**config.mk**
```make
export PLATFORM = sky130hd
export DESIGN_NAME = tx_ts_queue_ctrl
export DESIGN_NICKNAME = d
export VERILOG_FILES = /design/src/rtl/tx_ts_queue_ctrl.sv
export SDC_FILE = /design/constraint.sdc
export NUM_CORES = 1
export LEC_CHECK = 0
export ABC_CLOCK_PERIOD_IN_PS = 5200
export BUFFER_PORTS_ARGS = -buffer_cell sky130_fd_sc_hd__buf_4
export CORE_MARGIN = 1.5
export CORE_UTILIZATION = 50
export CTS_CLUSTER_DIAMETER = 200
export DETAILED_ROUTE_END_ITERATION = 12
export PLACE_DENSITY = 0.7
export SLEW_MARGIN = 20
export SYNTH_ARGS = -nofsm -noshare
export SYNTH_HDL_FRONTEND = slang
export SYNTH_SLANG_ARGS = --single-unit
export TNS_END_PERCENT = 50
```
**constraint.sdc**
```tcl
create_clock -name tx_clk -period 5.2 [get_ports tx_clk]
set_input_delay 0.52 -clock tx_clk [delete_from_list [all_inputs] [get_ports tx_clk]]
set_output_delay 0.52 -clock tx_clk [all_outputs]
set_load 0.02 [all_outputs]
```
**src/rtl/tx_ts_queue_ctrl.sv**
```systemverilog
// tx_ts_queue_ctrl: two-step egress timestamp capture and FIFO queue for register-block readout
module tx_ts_queue_ctrl #(
  parameter int DEPTH = 4,
  parameter int AW    = 2
) (
  input  logic          tx_clk,
  input  logic          tx_rst_n,
  input  logic          tx_clk_en_i,
  input  logic [31:0]   tsu_cfg_i,
  input  logic          sfd_ts_valid_i,
  input  logic [79:0]   sfd_ts_i,
  input  logic          frame_end_i,
  input  logic          is_ptp_message_i,
  input  logic [3:0]    ptp_messageType_i,
  input  logic [15:0]   ptp_flagField_i,
  input  logic [15:0]   ptp_sequenceId_i,
  input  logic          rd_req_i,
  input  logic          ovf_clr_i,
  output logic          rd_valid_o,
  output logic [99:0]   rd_data_o,
  output logic [AW:0]   ts_count_o,
  output logic [7:0]    ovf_cnt_o,
  output logic [7:0]    miss_cnt_o,
  output logic          ts_irq_o
);
  typedef enum logic {IDLE, WAIT_END} state_t;
  state_t state, state_nxt;
  logic q_en, qual, ts_load, push_set, miss_inc;
  logic [79:0] ts_hold;
  logic push_req;
  logic [99:0] push_data;
  logic [99:0] mem [DEPTH];
  logic [AW-1:0] wr_ptr, rd_ptr;
  logic [AW:0] count;
  logic full, do_pop, do_push, ovf_inc;
  logic unused_bits;
  assign unused_bits = ^{tsu_cfg_i[31:8], tsu_cfg_i[6:2], ptp_flagField_i[15:10], ptp_flagField_i[8:0]};
  assign q_en = tsu_cfg_i[1];
  assign qual = q_en & is_ptp_message_i & ~ptp_messageType_i[3] & (~tsu_cfg_i[0] | ptp_flagField_i[9]);
  assign full = count == (AW+1)'(DEPTH);
  assign do_pop = q_en & rd_req_i & (count != '0);
  assign do_push = q_en & push_req & (~full | do_pop);
  assign ovf_inc = q_en & push_req & full & ~do_pop;
  assign ts_count_o = count;
  always_ff @(posedge tx_clk or negedge tx_rst_n)
    if (!tx_rst_n) state <= IDLE;
    else state <= state_nxt;
  // frame_end is evaluated before a same-cycle SFD, so its push uses the previously held timestamp
  always_comb begin
    state_nxt = state;
    ts_load = 1'b0;
    push_set = 1'b0;
    miss_inc = 1'b0;
    if (tx_clk_en_i) begin
      push_set = (state == WAIT_END) & frame_end_i & qual;
      miss_inc = (state == IDLE) & frame_end_i & qual;
      ts_load = sfd_ts_valid_i;
      state_nxt = sfd_ts_valid_i ? WAIT_END : frame_end_i ? IDLE : state;
    end
    if (!q_en) state_nxt = IDLE;
  end
  always_ff @(posedge tx_clk)
    if (do_push) mem[wr_ptr] <= push_data;
  always_ff @(posedge tx_clk or negedge tx_rst_n)
    if (!tx_rst_n) begin
      ts_hold <= '0;
      push_req <= 1'b0;
      push_data <= '0;
      wr_ptr <= '0;
      rd_ptr <= '0;
      count <= '0;
      rd_valid_o <= 1'b0;
      rd_data_o <= '0;
      ovf_cnt_o <= '0;
      miss_cnt_o <= '0;
      ts_irq_o <= 1'b0;
    end else begin
      if (ts_load) ts_hold <= sfd_ts_i;
      push_req <= push_set;
      if (push_set) push_data <= {ts_hold, ptp_sequenceId_i, ptp_messageType_i};
      rd_valid_o <= do_pop;
      if (do_pop) rd_data_o <= mem[rd_ptr];
      if (!q_en) begin
        wr_ptr <= '0;
        rd_ptr <= '0;
        count <= '0;
      end else begin
        if (do_push) wr_ptr <= wr_ptr + 1'b1;
        if (do_pop) rd_ptr <= rd_ptr + 1'b1;
        count <= count + {{AW{1'b0}}, do_push} - {{AW{1'b0}}, do_pop};
      end
      ovf_cnt_o <= ovf_clr_i ? '0 : (ovf_inc && ovf_cnt_o != 8'hff) ? ovf_cnt_o + 8'd1 : ovf_cnt_o;
      miss_cnt_o <= ovf_clr_i ? '0 : (miss_inc && miss_cnt_o != 8'hff) ? miss_cnt_o + 8'd1 : miss_cnt_o;
      ts_irq_o <= tsu_cfg_i[7] & (count != '0);
    end
endmodule
```
==> out/metrics.csv <==
stage,metric,value,unit
run_status,run_status,completed,
critical_path,end_kind,flip-flop,
finish,final_net_count,1692,
cts,htreeDepth,3,
critical_path,criticalPathCategory,flip-flop to flip-flop,
critical_path,cp_data_required_time,5680,ps
timing,fin_skew,13.68,ps
detailed_routing,drt.antenna.violating_nets,0,
die,std_cell_rows,83,
pwr,power_density,463.3,nW/um^2
synthesis,yosysWarningCount,0,
cts,clock_tree_from_tritoncts,done,
pwr,vdd_drop_max,0.2980,mV
pwr,power.switching_fraction,0.2392,
timing,rsz_0062_raised_after_global_routing,false,
finish,nFillCells,3786,
finish,finalNonFillerCells,2266,
synthesis,largest_cells_by_area_after_synthesis,"sky130_fd_sc_hd__edfxtp_1, sky130_fd_sc_hd__dfrtp_1, sky130_fd_sc_hd__mux2_2",
timing,max_slew.worst_pin.slew,1041,ps
pwr,clkPwrFrac,0.379,
synthesis,yosys_register_bits,707,
detailed_routing,route.detailed.drc,0,
timing,totalNegativeSetupSlack,0,ps
detailed_routing,route.final.wire_length,49.81,mm
die,design.portCount,277,
cts,root_buffer,sky130_fd_sc_hd__clkbuf_16,
global_route,number_of_global_route_vias_before_repair,13110,
pwr,p_leak,12.35,nW
synthesis,synth_top_cell_by_area,sky130_fd_sc_hd__edfxtp_1,
cts,worstSkewPairLatency,590,ps
cts,clock_sinks,707,
global_route,grtUsageTotal,0.1922,
synthesis,postSynth.asyncResetShare,0.4342,
synthesis,seq_area_frac_synth,0.7531,
synthesis,synth.distinct_cells,37,
worst_hold_path,min_path_type,primary input to flip-flop,
die,dieArea,53680,sq um
synthesis,synth.cell_area,26150,sq um
cts,ctsResizeCount,0,
placed_design,finalWeightedCongestion,0.7580,
placed_design,number_of_buffer_cells_added_on_primary_ports,232,
global_route,grt_overflow,0,
timing,fmax,0.3633,GHz
pwr,power.share.sequential,0.473,
synthesis,number_of_synthesized_flops_with_an_enable_pin,400,
critical_path,cp_max_fo,43,
synthesis,post_syn_instances,1261,
cts,cts-buffers-inserted,73,
timing,slew-limit-headroom,0.3059,
global_route,antenna_found_initial,4,
critical_path,setup.worst_path.start_class,flip-flop,
finish,final_util,0.6074,
synthesis,postSynthNetCount,1426,
die,die_width,231.7,um
detailed_routing,drt_iter0_drc,693,
finish,layout-area-overhead-vs-synth,19.65,%
pwr,switching_power,3.467,mW
synthesis,synth_largest_type_area_fraction,0.4594,
finish,drive_gt1_frac,0.4694,
die,chipHeight,231.7,um
placed_design,numPlacedInstances,2131,
cts,clk_transition_reported_paths,60,ps
timing,setup_viol_count_final,0,
timing,timing_max_transition_violations_final,0,
timing,min_period,2752,ps
critical_path,timing.critical_path.arrival,3230,ps
die,initial_core_util,0.5077,
timing,final_hold_violation_count,0,
detailed_routing,wl_per_cell,21.98,um
global_route,grt_pass1_wl,76.82,mm
run,drv_cap,0,
detailed_routing,vias,12370,
pwr,power.share.combinational,0.148,
finish,layout.cells.most_common,sky130_fd_sc_hd__edfxtp_1,
synthesis,synth_area_per_cell,20.74,sq um
global_route,grt_start_max_net_pins,125,
detailed_routing,vias_per_cell,5.461,
pwr,internal_power,11.03,mW
cts,cts-root-to-sink-buffers,3,
detailed_routing,drt_pre_antenna_iters,5,
placed_design,hpwlAfterDp,27.38,mm
finish,most-common-layout-cells,"sky130_fd_sc_hd__edfxtp_1, sky130_fd_sc_hd__dfrtp_1, sky130_fd_sc_hd__mux2_2",
synthesis,synth_ff_type,sky130_fd_sc_hd__edfxtp_1,
timing,final.period_utilization,0.5293,
die,core,51510,sq um
layout make-up:
type                    count  area, sq um  share of cell area
inverters                   7        26.28           0.0008398
flip-flops and latches    707        19700              0.6297
clock buffers             101         2087             0.06671
well taps                 680        850.8             0.02719
clock inverters            32        467.9             0.01496
repair buffers            248         1947             0.06223
multi-input cells         490         6203              0.1983
diodes                      1        2.502          0.00007998
timing repair:
item                      4_1_cts  5_1_grt
hold endpoints to repair        6        0
setup buffers                   0        0
hold buffers                    1        0
per-layer routing:
metal / track usage / wire length, um
met2: 0.3245 / 25670
met5: 0 / 46
met4: 0.06311 / 954
met3: 0.03937 / 2446
met1: 0.2504 / 20690
synth_stat cells (2+ instances only):
master and instances:
sky130_fd_sc_hd__a21oi_1 12, sky130_fd_sc_hd__and2_1 12, sky130_fd_sc_hd__and2b_1 2, sky130_fd_sc_hd__and4_1 4, sky130_fd_sc_hd__buf_1 2, sky130_fd_sc_hd__buf_2 32, sky130_fd_sc_hd__clkbuf_1 23, sky130_fd_sc_hd__dfrtp_1 307
sky130_fd_sc_hd__edfxtp_1 400, sky130_fd_sc_hd__ha_1 8, sky130_fd_sc_hd__inv_1 7, sky130_fd_sc_hd__mux2_2 280, sky130_fd_sc_hd__mux4_2 100, sky130_fd_sc_hd__nand2_1 11, sky130_fd_sc_hd__nand3_1 6, sky130_fd_sc_hd__nand4_1 3
sky130_fd_sc_hd__nor2_1 5, sky130_fd_sc_hd__nor2b_1 3, sky130_fd_sc_hd__o2111ai_1 2, sky130_fd_sc_hd__o21ai_0 6, sky130_fd_sc_hd__o31ai_1 5, sky130_fd_sc_hd__or3_1 6, sky130_fd_sc_hd__or4_1 5, sky130_fd_sc_hd__xnor2_1 5
sky130_fd_sc_hd__xor2_1 3
state kept, by name (all words and copies together) (netlist names):
name,cells
rd_valid_o,1
push_data,100
state,1
wr_ptr,2
rd_ptr,2
miss_cnt_o,8
push_req,1
mem,400
ts_irq_o,1
ts_count_o,3
rd_data_o,100
ts_hold,80
ovf_cnt_o,8
cell families (layout without fill, tap and decap cells):
group                      Yosys count  in the layout  synth area share
DFF                                707            707            0.7531
muxes                              381            381            0.2071
buffers and inverters               64            388           0.01072
and+or+nand+nor                     62             62           0.01450
AOI/OAI and AO/OA                   30             30          0.007274
adders and majority gates            9              9          0.004594
xor gates and xnor gates             8              8          0.002680
other                                0              1                 0
metrics by stage:
stage | power (mW) | setup WS, ps | area (sq um) | hold slack [ps]
floorplan | 8.216 | 1432 | 26150 | 224.4
global placement | 9.108 | 2229 | 28720 | 477.1
detailed placement | 9.169 | 2235 | 28720 | 489.9
CTS | 14.69 | 2376 | 31280 | 107.7
global route | 15.07 | 2278 | 31290 | 125.2
finish | 14.50 | 2448 | 31290 | 140.9
critical path, stage by stage, from the launching register on:
cell                      delay (ps)
sky130_fd_sc_hd__dfrtp_1         520
sky130_fd_sc_hd__o311a_4         710
sky130_fd_sc_hd__ha_1            360
sky130_fd_sc_hd__inv_1            60
sky130_fd_sc_hd__ha_1            130
sky130_fd_sc_hd__inv_1            50
sky130_fd_sc_hd__fa_1            390
sky130_fd_sc_hd__xnor2_1         140
sky130_fd_sc_hd__xnor2_1         130
sky130_fd_sc_hd__and2_1          150
power by group through the flow:
stage	logic [mW]	registers, mW	clock network (mW)
final	2.15	6.85	5.49
after detailed placement	2.20	6.97	0
after CTS	2.20	6.87	5.63
after floorplan	1.06	7.16	0
after global routing	2.30	6.93	5.85
after global placement	2.16	6.95	0
final timing paths:
kind / depth (start not counted) / end / startpoint / slack, ps
min in group asynchronous: 2 / ts_hold[70] / tx_rst_n / 520
worst max-delay path: 9 / ts_count_o[2] / ts_count_o[1] / 2450
worst min-delay path: 2 / ts_irq_o / tsu_cfg_i[7] / 140
max in group asynchronous: 3 / ts_hold[44] / tx_rst_n / 3330
worst min register to register: 1 / push_data[94] / ts_hold[74] / 500
worst max register to register: 9 / ts_count_o[2] / ts_count_o[1] / 2450
No activity file was read; power rests on OpenSTA's default activity.
